===== config.mk =====
export PLATFORM = sky130hd
export DESIGN_NAME = mem_stage_flat
export DESIGN_NICKNAME = d
export VERILOG_FILES = /design/src/rtl/mem_stage_pkg.sv /design/src/rtl/mem_stage_if.sv /design/src/rtl/mem_stage_lsu_align.sv /design/src/rtl/mem_stage.sv /design/src/flat_wrapper.sv
export SDC_FILE = /design/constraint.sdc
export NUM_CORES = 1
export LEC_CHECK = 0
export BUFFER_PORTS_ARGS = -buffer_cell sky130_fd_sc_hd__buf_2
export CORE_MARGIN = 2
export CORE_UTILIZATION = 30
export DETAILED_ROUTE_END_ITERATION = 16
export PLACE_DENSITY_LB_ADDON = 0.25
export RECOVER_POWER = 50
export REMOVE_ABC_BUFFERS = 1
export SKIP_CTS_REPAIR_TIMING = 1
export SLEW_MARGIN = 10
export SYNTH_ARGS = -nofsm -noshare
export SYNTH_HDL_FRONTEND = slang
export SYNTH_SLANG_ARGS = --single-unit

===== constraint.sdc =====
create_clock -name clk -period 1.9 [get_ports clk]
set_input_delay 0 -clock clk [delete_from_list [all_inputs] [get_ports clk]]
set_output_delay 0 -clock clk [all_outputs]
set_load 0.02 [all_outputs]

===== src/rtl/mem_stage_pkg.sv =====
// mem_stage_pkg: shared definitions for the MEM pipeline stage.
//   - memory-op encodings (mem_op_e), bus/register widths, TIMEOUT default
//   - stage register layout (stage_t) and FSM states (state_e)
//   - helpers classifying ops and detecting misaligned accesses
package mem_stage_pkg;

    localparam int DATA_BUS    = 32;
    localparam int REG_BUS     = 5;
    localparam int TIMEOUT_DEF = 255;

    typedef enum logic [3:0] {
        OP_NONE = 4'd0,
        OP_LB   = 4'd1,
        OP_LH   = 4'd2,
        OP_LW   = 4'd3,
        OP_LBU  = 4'd4,
        OP_LHU  = 4'd5,
        OP_SB   = 4'd6,
        OP_SH   = 4'd7,
        OP_SW   = 4'd8
    } mem_op_e;

    typedef enum logic {
        ST_IDLE   = 1'b0,
        ST_ACCESS = 1'b1
    } state_e;

    typedef struct packed {
        logic                valid;
        mem_op_e             op;
        logic [DATA_BUS-1:0] addr;
        logic [DATA_BUS-1:0] data;
        logic [REG_BUS-1:0]  waddr;
        logic [DATA_BUS-1:0] wdata;
    } stage_t;

    function automatic logic is_load(input mem_op_e op);
        return op inside {OP_LB, OP_LH, OP_LW, OP_LBU, OP_LHU};
    endfunction

    function automatic logic is_store(input mem_op_e op);
        return op inside {OP_SB, OP_SH, OP_SW};
    endfunction

    // Halfwords need addr[0] = 0, words need addr[1:0] = 0; bytes never fault.
    function automatic logic is_misaligned(input mem_op_e op, input logic [1:0] lane);
        return ((op inside {OP_LH, OP_LHU, OP_SH}) && lane[0]) ||
               ((op inside {OP_LW, OP_SW}) && (lane != 2'b00));
    endfunction

endpackage


===== src/rtl/mem_stage_if.sv =====
// mem_stage_if: data-memory bus between the MEM stage and memory.
//   master (stage):  mem_req, mem_we, mem_addr, mem_wdata, mem_wstrb out;
//                    mem_rdata, mem_ready in
//   slave  (memory): the reverse
interface mem_stage_if import mem_stage_pkg::*; ();

    logic                mem_req;
    logic                mem_we;
    logic [DATA_BUS-1:0] mem_addr;
    logic [DATA_BUS-1:0] mem_wdata;
    logic [3:0]          mem_wstrb;
    logic [DATA_BUS-1:0] mem_rdata;
    logic                mem_ready;

    modport master (
        output mem_req, mem_we, mem_addr, mem_wdata, mem_wstrb,
        input  mem_rdata, mem_ready
    );

    modport slave (
        input  mem_req, mem_we, mem_addr, mem_wdata, mem_wstrb,
        output mem_rdata, mem_ready
    );

endinterface


===== src/rtl/mem_stage_lsu_align.sv =====
// lsu_align: combinational byte-lane steering shared by load and store paths.
//   i_op     memory op held in the stage register
//   i_lane   addr[1:0] of the access
//   i_sdata  unshifted store data (rs2)
//   i_rdata  word read from the bus
//   o_wstrb  byte-lane write enables (stores only, else 0)
//   o_wdata  lane-replicated store data
//   o_ldata  extracted and sign/zero-extended load result
module lsu_align
    import mem_stage_pkg::*;
(
    input  mem_op_e             i_op,
    input  logic [1:0]          i_lane,
    input  logic [DATA_BUS-1:0] i_sdata,
    input  logic [DATA_BUS-1:0] i_rdata,
    output logic [3:0]          o_wstrb,
    output logic [DATA_BUS-1:0] o_wdata,
    output logic [DATA_BUS-1:0] o_ldata
);

    logic [7:0]  w_byte;
    logic [15:0] w_half;

    always_comb begin
        o_wstrb = 4'b0000;
        o_wdata = '0;
        o_ldata = '0;
        w_half  = i_lane[1] ? i_rdata[31:16] : i_rdata[15:0];
        case (i_lane)
            2'd0:    w_byte = i_rdata[7:0];
            2'd1:    w_byte = i_rdata[15:8];
            2'd2:    w_byte = i_rdata[23:16];
            default: w_byte = i_rdata[31:24];
        endcase

        case (i_op)
            OP_SB: begin
                o_wstrb = 4'b0001 << i_lane;
                o_wdata = {4{i_sdata[7:0]}};
            end
            OP_SH: begin
                o_wstrb = i_lane[1] ? 4'b1100 : 4'b0011;
                o_wdata = {2{i_sdata[15:0]}};
            end
            OP_SW: begin
                o_wstrb = 4'b1111;
                o_wdata = i_sdata;
            end
            OP_LB:   o_ldata = {{24{w_byte[7]}}, w_byte};
            OP_LBU:  o_ldata = {24'd0, w_byte};
            OP_LH:   o_ldata = {{16{w_half[15]}}, w_half};
            OP_LHU:  o_ldata = {16'd0, w_half};
            OP_LW:   o_ldata = i_rdata;
            default: ;
        endcase
    end

endmodule


===== src/rtl/mem_stage.sv =====
// mem_stage: MEM pipeline stage. Holds one EX result in stage register S,
// issues its load/store on the data bus, and retires it to the writeback
// registers. Stalls upstream while a bus access is outstanding.
//   clk, rst            clock, synchronous active-high reset
//   i_ex_*              EX result (valid, op, address, store data, rd, ALU value)
//   o_mem_stall         hold upstream; S is not recaptured while high
//   bus                 data-memory bus (master side)
//   o_wb_*              registered writeback to the register file
//   o_err_misaligned    one-cycle pulse after a misaligned op retires
//   o_err_timeout       one-cycle pulse after an access is abandoned
module mem_stage
    import mem_stage_pkg::*;
#(
    parameter int TIMEOUT = TIMEOUT_DEF
) (
    input  logic                clk,
    input  logic                rst,
    input  logic                i_ex_valid,
    input  mem_op_e             i_ex_mem_op,
    input  logic [DATA_BUS-1:0] i_ex_mem_addr,
    input  logic [DATA_BUS-1:0] i_ex_mem_data,
    input  logic [REG_BUS-1:0]  i_ex_gprs_waddr,
    input  logic [DATA_BUS-1:0] i_ex_gprs_wdata,
    output logic                o_mem_stall,
    mem_stage_if.master         bus,
    output logic                o_wb_valid,
    output logic [REG_BUS-1:0]  o_wb_waddr,
    output logic [DATA_BUS-1:0] o_wb_wdata,
    output logic                o_err_misaligned,
    output logic                o_err_timeout
);

    localparam int CNT_W = $clog2(TIMEOUT + 1);

    stage_t              r_s;
    state_e              r_state, w_state_nxt;
    logic [CNT_W-1:0]    r_cnt, w_cnt_nxt;
    logic                r_wb_valid, r_err_mis, r_err_to;
    logic [REG_BUS-1:0]  r_wb_waddr;
    logic [DATA_BUS-1:0] r_wb_wdata;

    logic                w_is_mem, w_mis, w_timeout, w_access, w_req, w_we;
    logic                w_done, w_complete, w_capture, w_wb, w_ex_access;
    logic [3:0]          w_wstrb;
    logic [DATA_BUS-1:0] w_wdata, w_ldata;

    lsu_align u_align (
        .i_op    (r_s.op),
        .i_lane  (r_s.addr[1:0]),
        .i_sdata (r_s.data),
        .i_rdata (bus.mem_rdata),
        .o_wstrb (w_wstrb),
        .o_wdata (w_wdata),
        .o_ldata (w_ldata)
    );

    // ACCESS is only ever entered together with a valid aligned memory op in S,
    // so the state alone qualifies the request.
    assign w_is_mem    = is_load(r_s.op) || is_store(r_s.op);
    assign w_mis       = r_s.valid && w_is_mem && is_misaligned(r_s.op, r_s.addr[1:0]);
    assign w_timeout   = (r_cnt == CNT_W'(TIMEOUT));
    assign w_access    = (r_state == ST_ACCESS);
    assign w_req       = w_access && !w_timeout;
    assign w_we        = w_req && is_store(r_s.op);
    assign w_done      = w_req && bus.mem_ready;
    assign w_complete  = !w_is_mem || w_mis || w_done || (w_access && w_timeout);
    assign o_mem_stall = r_s.valid && !w_complete;
    assign w_capture   = !o_mem_stall;

    assign w_ex_access = i_ex_valid &&
                         (is_load(i_ex_mem_op) || is_store(i_ex_mem_op)) &&
                         !is_misaligned(i_ex_mem_op, i_ex_mem_addr[1:0]);

    // Only ALU results and successful loads reach the register file; x0 never does.
    assign w_wb = r_s.valid && (r_s.waddr != '0) &&
                  ((r_s.op == OP_NONE) || (is_load(r_s.op) && w_done));

    assign bus.mem_req   = w_req;
    assign bus.mem_we    = w_we;
    assign bus.mem_addr  = {r_s.addr[DATA_BUS-1:2], 2'b00};
    assign bus.mem_wdata = w_wdata;
    assign bus.mem_wstrb = w_we ? w_wstrb : 4'b0000;

    always_comb begin
        w_state_nxt = r_state;
        w_cnt_nxt   = r_cnt;
        if (w_capture) begin
            w_state_nxt = w_ex_access ? ST_ACCESS : ST_IDLE;
            w_cnt_nxt   = '0;
        end else if (w_req && !bus.mem_ready) begin
            w_cnt_nxt   = r_cnt + 1'b1;
        end
    end

    always_ff @(posedge clk) begin
        if (rst) begin
            r_s        <= '0;
            r_state    <= ST_IDLE;
            r_cnt      <= '0;
            r_wb_valid <= 1'b0;
            r_wb_waddr <= '0;
            r_wb_wdata <= '0;
            r_err_mis  <= 1'b0;
            r_err_to   <= 1'b0;
        end else begin
            r_state    <= w_state_nxt;
            r_cnt      <= w_cnt_nxt;
            if (w_capture) begin
                r_s.valid <= i_ex_valid;
                r_s.op    <= i_ex_mem_op;
                r_s.addr  <= i_ex_mem_addr;
                r_s.data  <= i_ex_mem_data;
                r_s.waddr <= i_ex_gprs_waddr;
                r_s.wdata <= i_ex_gprs_wdata;
            end
            r_wb_valid <= w_wb;
            if (w_wb) begin
                r_wb_waddr <= r_s.waddr;
                r_wb_wdata <= w_is_mem ? w_ldata : r_s.wdata;
            end
            r_err_mis  <= w_mis;
            r_err_to   <= w_access && w_timeout;
        end
    end

    assign o_wb_valid       = r_wb_valid;
    assign o_wb_waddr       = r_wb_waddr;
    assign o_wb_wdata       = r_wb_wdata;
    assign o_err_misaligned = r_err_mis;
    assign o_err_timeout    = r_err_to;

endmodule

===== src/flat_wrapper.sv =====
// flat-port wrapper written by rule: the top's interface ports become plain ports
module mem_stage_flat import mem_stage_pkg::*;
#(
    parameter int TIMEOUT = TIMEOUT_DEF
)
  (clk, rst, i_ex_valid, i_ex_mem_op, i_ex_mem_addr, i_ex_mem_data, i_ex_gprs_waddr, i_ex_gprs_wdata, o_mem_stall, o_wb_valid, o_wb_waddr, o_wb_wdata, o_err_misaligned, o_err_timeout, bus_mem_req, bus_mem_we, bus_mem_addr, bus_mem_wdata, bus_mem_wstrb, bus_mem_rdata, bus_mem_ready);
  mem_stage_if bus_i ();
  input  logic clk;
  input  logic rst;
  input  logic i_ex_valid;
  input  mem_op_e i_ex_mem_op;
  input  logic [DATA_BUS-1:0] i_ex_mem_addr;
  input  logic [DATA_BUS-1:0] i_ex_mem_data;
  input  logic [REG_BUS-1:0] i_ex_gprs_waddr;
  input  logic [DATA_BUS-1:0] i_ex_gprs_wdata;
  output logic o_mem_stall;
  output logic o_wb_valid;
  output logic [REG_BUS-1:0] o_wb_waddr;
  output logic [DATA_BUS-1:0] o_wb_wdata;
  output logic o_err_misaligned;
  output logic o_err_timeout;
  output wire logic [$bits(bus_i.mem_req)-1:0] bus_mem_req;
  output wire logic [$bits(bus_i.mem_we)-1:0] bus_mem_we;
  output wire logic [$bits(bus_i.mem_addr)-1:0] bus_mem_addr;
  output wire logic [$bits(bus_i.mem_wdata)-1:0] bus_mem_wdata;
  output wire logic [$bits(bus_i.mem_wstrb)-1:0] bus_mem_wstrb;
  input wire logic [$bits(bus_i.mem_rdata)-1:0] bus_mem_rdata;
  input wire logic [$bits(bus_i.mem_ready)-1:0] bus_mem_ready;
  assign bus_mem_req = bus_i.mem_req;
  assign bus_mem_we = bus_i.mem_we;
  assign bus_mem_addr = bus_i.mem_addr;
  assign bus_mem_wdata = bus_i.mem_wdata;
  assign bus_mem_wstrb = bus_i.mem_wstrb;
  assign bus_i.mem_rdata = bus_mem_rdata;
  assign bus_i.mem_ready = bus_mem_ready;
  mem_stage #(.TIMEOUT(TIMEOUT)) u_core (.clk(clk), .rst(rst), .i_ex_valid(i_ex_valid), .i_ex_mem_op(i_ex_mem_op), .i_ex_mem_addr(i_ex_mem_addr), .i_ex_mem_data(i_ex_mem_data), .i_ex_gprs_waddr(i_ex_gprs_waddr), .i_ex_gprs_wdata(i_ex_gprs_wdata), .o_mem_stall(o_mem_stall), .bus(bus_i), .o_wb_valid(o_wb_valid), .o_wb_waddr(o_wb_waddr), .o_wb_wdata(o_wb_wdata), .o_err_misaligned(o_err_misaligned), .o_err_timeout(o_err_timeout));
endmodule

### Yosys cells after proc, flatten, opt, wreduce, memory -nomap -nowiden

Cells that the tools add are included.

* $add $sub $neg: 1
* reductions and logical operators: 44
* bitwise gates (word level): 1
* muxes and demuxes: 9
* shift operators: 1
* equality and inequality tests: 19

Operator list (count)
* case mux 32 bit (5 select lines): 1
* case mux 32 bit (3 select lines): 1
* == test 4 x 3 -> 1 bit, second input constant: 8
* two-way mux 32 bit: 1
* case mux 8 bit (3 select lines): 1
* logical AND 1 bit: 17
* == test 4 x 2 -> 1 bit, second input constant: 4
* two-way mux 16 bit: 1
* nonzero test 5 bit: 3
* case mux 4 bit (3 select lines): 1
* nonzero test 3 bit: 4
* adder 8 x 1 -> 8 bit, second input constant: 1
* == test 4 x 1 -> 1 bit, second input constant: 2
* == test 4 bit, second input constant: 2
* == test 8 bit, second input constant: 1
* logical OR 1 bit: 8
* two-way mux 4 bit: 2
* nonzero test 2 bit: 4
* logical NOT 1 bit: 5
* logical NOT 4 bit: 1
* << shifter 1 x 2 -> 4 bit, first input constant: 1
* == test 2 x 1 -> 1 bit, second input constant: 1
* == test 2 bit, second input constant: 1
* logical NOT 2 bit: 1
* other kinds (3): 3

* logic and storage cells: 88
* flip-flop bits (word level): 155

### Logic depth before layout (Yosys ltp)

* depth in word-level cells: 12
* mapped depth: 9
* depth with buffers taken out: 6

### Hierarchy

From an unflattened synthesis, not the netlist that was laid out.

* cell total of the unflattened synthesis: 999
* area total of the unflattened synthesis: 9266.4 µm²

Modules (own cells, without submodules)
* mem_stage: cells an instance 820, instances 1, area an instance 7902.6 µm², sequential area each 3103.0 µm²
* lsu_align: cells an instance 179, instances 1, area an instance 1363.8 µm², sequential area each 0.0 µm²

### Worst setup path before layout

OpenSTA, ideal clock, no wires.

* path kind: reg2reg
* start: register u_core.r_s[101] in the netlist's numbering
* end: register u_core.r_s (netlist bit u_core.bus.mem_addr[10])
* path buffers: 4
* period minus slack after synthesis: 1888 ps
* arrival: 1755 ps
* cell stages (with the launch flop): 10
* setup time: 132 ps
* required time: 1768 ps
* slack: 12 ps
* cells stage by stage: dfxtp_1 > buf_6 > o21a_1 > or4_4 > o211a_1 > buf_6 > buf_6 > buf_6 > nand3_2 > a21oi_1

* longest elaborated chain between the ends: 10
* elaborated cells on any way between the ends: 24
* those cells by class: 8 x eq/ne; 16 x reduce/logical

RTL lines
* from (decl): RTL line mem_stage.sv:35 `stage_t r_s;`
* == test 4 x 1 -> 1 bit, or another cell as far along: RTL line mem_stage_pkg.sv:38 `return op inside {OP_LB, OP_LH, OP_LW, OP_LBU, OP_LHU};`
* nonzero test 5 bit, or another cell as far along: RTL line mem_stage_pkg.sv:38
* logical OR 1 bit, or another cell as far along: RTL line mem_stage.sv:59 `assign w_is_mem = is_load(r_s.op) || is_store(r_s.op);`
* logical AND 1 bit or logical OR 1 bit (tied branches): RTL line mem_stage.sv:60, mem_stage_pkg.sv:47
* logical AND 1 bit: RTL line mem_stage.sv:60 `assign w_mis = r_s.valid && w_is_mem && is_misaligned(r_s.op, r_s.addr[1:0]);`
* logical OR 1 bit * (3 in a row): RTL line mem_stage.sv:66 `assign w_complete = !w_is_mem || w_mis || w_done || (w_access && w_timeout);`
* logical NOT 1 bit *: RTL line mem_stage.sv:67 `assign o_mem_stall = r_s.valid && !w_complete;`
* logical AND 1 bit *: RTL line mem_stage.sv:67

Every way passes the cells marked *; elsewhere a longest branch is shown, timed or not.
A chain may end at the register's enable or synchronous reset.

### Worst setup path after layout

* start: register u_core.r_s[102] in the netlist's numbering
* end: output bus_mem_wdata[11]

* longest elaborated chain between the ends: 2
* elaborated cells on any way between the ends: 4
* those cells by class: 3 x eq/ne; 1 x mux

RTL lines
* == test 4 bit or == test 4 x 3 -> 1 bit (tied branches): RTL line mem_stage_lsu_align.sv:36 `case (i_op)`
* case mux 32 bit (3 select lines) *: RTL line mem_stage_lsu_align.sv:36
* to (decl): RTL line flat_wrapper.sv:25 `output wire logic [$bits(bus_i.mem_wdata)-1:0] bus_mem_wdata;`

Marked as above.

==> run summary <==
status: finished, violations left
failing checks: negative hold slack, negative setup slack
Finished Layout Cells: 1653
final hold slack: -0.001772 ns
Yosys cell types: 59
GR Util met1: 25.35%
GRT Resource Usage Total: 19.10%
Yosys top cell by area: dfxtp_1
Area Growth Syn to Fin: 50.85%
reg-to-reg slack, setup: -0.02 ns
Post-DRT Antenna Nets: 0
Final Cycle Share: 103.1%
Setup CP Type: reg -> out
Max VDD drop: 372.8 uV
clock sinks: 155
global route overflow: 0
compound-gate portion of the synthesized area: 29.15%
Max Root-Sink Buffers: 2
largest net degree at the start of global routing: 61
IO buf count: 249
clock skew: 0.02309 ns
Hold Path End: u_core.r_s[103]$_SDFFE_PP0N_
clk_lat worst skew: 0.43 ns
PwrDens: 791.4 nW/um2
top cells by area, synth: dfxtp_1, a21oi_1, nand3_2, nand3_1, o21ai_1
final worst slack: -0.05877 ns
RSZ-0062 raised after global routing: true
Die Y: 167.6 um
Leak: 4.646 nW
slew margin rel.: 65.19%
starting density of the core: 30.66%
CTS H-tree depth: 4
number of global-route vias before repair: 7531
Req. time, crit path: 1.90 ns
final hold violations: 1
initial drt markers: 566
largest family of logic cells by synthesized area: compound AO/OA/AOI/OAI gates
final setup fails: 27
Placed Cells: 1488
sequential area share after synthesis: 38.62%
Seq cells post-synth: 155
CP Capture Type: output port
Hold Path Class: in -> reg
TNS Setup: -0.5659 ns
TritonCTS clock tree: built
Reg clk slew, reported paths: 0.07 ns
first-pass GRT wire length: 42890 um
First-pass DRT Iterations: 6
initial antenna violation count: 3
maxcap violations: 0
layout cell share with drive strength beyond 1: 34.50%
DR vias: 8648
Cells after Synth: 970
post-synthesis simple-gate area fraction: 17.85%
most frequent cell after synthesis: dfxtp_1
xor/xnor share of the synthesized area: 0.9812%
Mean Syn Cell Area: 8.282 um2
Post-synth EDFFs: 0
crit path time final: 1.959 ns
mux cell area share after synthesis: 3.208%
post-synth top area share: 38.62%
crit-path max FO: 8
Synth Flop Type: dfxtp_1
synthesized area: 8034 um2
top post-synthesis cells by count: dfxtp_1, a21oi_1, nand3_1
vias per cell: 5.232
post-synthesis adder-cell area fraction: 0.1557%
worst hold start: rst
CTS Buf Count: 17
Slew @ Worst Pin: 0.5222 ns
Register-to-Register Path Depth: 8
core area: 26210 um2
Worst setup SP type: flop
Clock Tree Root: clkbuf_16
drt total wl: 30200 um
hold-critical path depth: 2
CP arrival: 1.96 ns
dpl hpwl: 19430 um
die width: 167.6 um
fin. max-slew vios: 0
Synthesis Warnings: 0
gpl congestion: 0.8197
worst r2r src: u_core.r_s[69]$_SDFFE_PP0N_
met2 usage: 30.87%
fin nets: 1446
die area: 28100 um2
row cnt: 59
Crit Reg-Reg Endpoint: u_core.r_s[1]$_SDFFE_PP0N_
asr flop ratio synth: 0%
DRC viols: 0
met3 Use GR: 4.231%
busiest layer in global routing: met2
I/O pins: 252
FMAX: 510.5 MHz
detailed-route wire length per cell: 18.27 um
[how the worst max path moves through the flow]
stage                                            start                            to  slack [ns]  depth (start not counted)
after floorplan           u_core.r_s[101]$_SDFFE_PP0N_   u_core.r_state$_SDFFE_PP0N_       -3.01                          5
after global placement    u_core.r_cnt[0]$_SDFFE_PP0P_  u_core.r_s[102]$_SDFFE_PP0N_        0.02                          8
after detailed placement  u_core.r_cnt[0]$_SDFFE_PP0P_  u_core.r_s[102]$_SDFFE_PP0N_        0.01                          8
after CTS                 u_core.r_s[101]$_SDFFE_PP0N_                   o_mem_stall       -0.42                          8
after global routing      u_core.r_s[102]$_SDFFE_PP0N_              bus_mem_wstrb[0]       -0.15                          8
final                     u_core.r_s[102]$_SDFFE_PP0N_             bus_mem_wdata[11]       -0.06                          8
[per-stage QoR]
step / power (mW) / setup WS, ns / hold WS [ns] / utilization, % / cell area [um2]
final: 9.592 / -0.05877 / -0.001772 / 46.24 / 12120
after global routing: 10.04 / -0.1492 / 0.02005 / 46.24 / 12120
after CTS: 9.192 / -0.4181 / -0.1847 / 39.27 / 10290
after detailed placement: 5.827 / 0.01403 / 0.2720 / 37.10 / 9723
after global placement: 5.811 / 0.02349 / 0.2645 / 37.10 / 9723
after floorplan: 4.810 / -3.010 / 0.06465 / - / 7273
[metal layers]
layer / share of wire [%] / wire length, um
met5: 0.043 / 13
met4: 2.2 / 676
met3: 5.0 / 1500
met1: 44 / 13370
met2: 48 / 14640
[critical path: stages (launching register included)]
cell     delay, ns
dfxtp_4       0.36
buf_8         0.12
nor3_4        0.24
buf_6         0.14
nand2_2       0.11
o21ai_2       0.09
buf_6         0.15
a22o_1        0.17
buf_4         0.15
[layout by cell type (no fill, tap or decap), drive strengths merged, types with 4 or more instances in the layout]
cell / instances
a211oi: 34
a21oi: 136
a221oi: 17
a22o: 17
a22oi: 30
and2: 14
and3: 4
buf: 282
clkbuf: 80
clkinv: 4
dfxtp: 155
dlygate4sd3: 106
inv: 14
mux2: 14
mux2i: 10
nand2: 31
nand3: 110
nand4: 4
nor2: 64
nor2b: 4
nor3: 13
o211ai: 4
o21ai: 120
o2bb2ai: 7
xnor2: 4
xor2: 5
[registers in the layout, summed over array words and instances (netlist names)]
register                 flops
u_core.r_s                  76
u_core.o_wb_wdata           32
u_core.bus.mem_addr         30
u_core.r_cnt                 8
u_core.o_wb_waddr            5
u_core.o_err_misaligned      1
u_core.o_err_timeout         1
u_core.o_wb_valid            1
u_core.r_state               1
[area by class of cell]
cell class	instances	area [um2]
clock inverter	11	111.4
sequential	155	3126
clock buffer	20	456.7
inverter	10	37.54
antenna	2	5.005
timing repair buffer	448	3527
multi-input combinational	672	4437
tap	335	419.2
fill	2557	14090
[report_power, final]
group	total (mW)	switching, mW	leakage [nW]	internal, mW
sequential	3.69	0.195	1.28	3.49
combinational	2.55	1.42	3.09	1.14
clock	3.35	1.46	0.274	1.89
[cell families after synthesis]
| family | after synthesis |
|---|---|
| other | 1 |
| xor gates and xnor gates | 9 |
| muxes | 24 |
| and+or+nand+nor | 256 |
| AOI/OAI and AO/OA | 380 |
| DFF | 155 |
| buffers and inverters | 144 |
| adders and majority gates | 1 |
(Power assumes the default switching activity.)
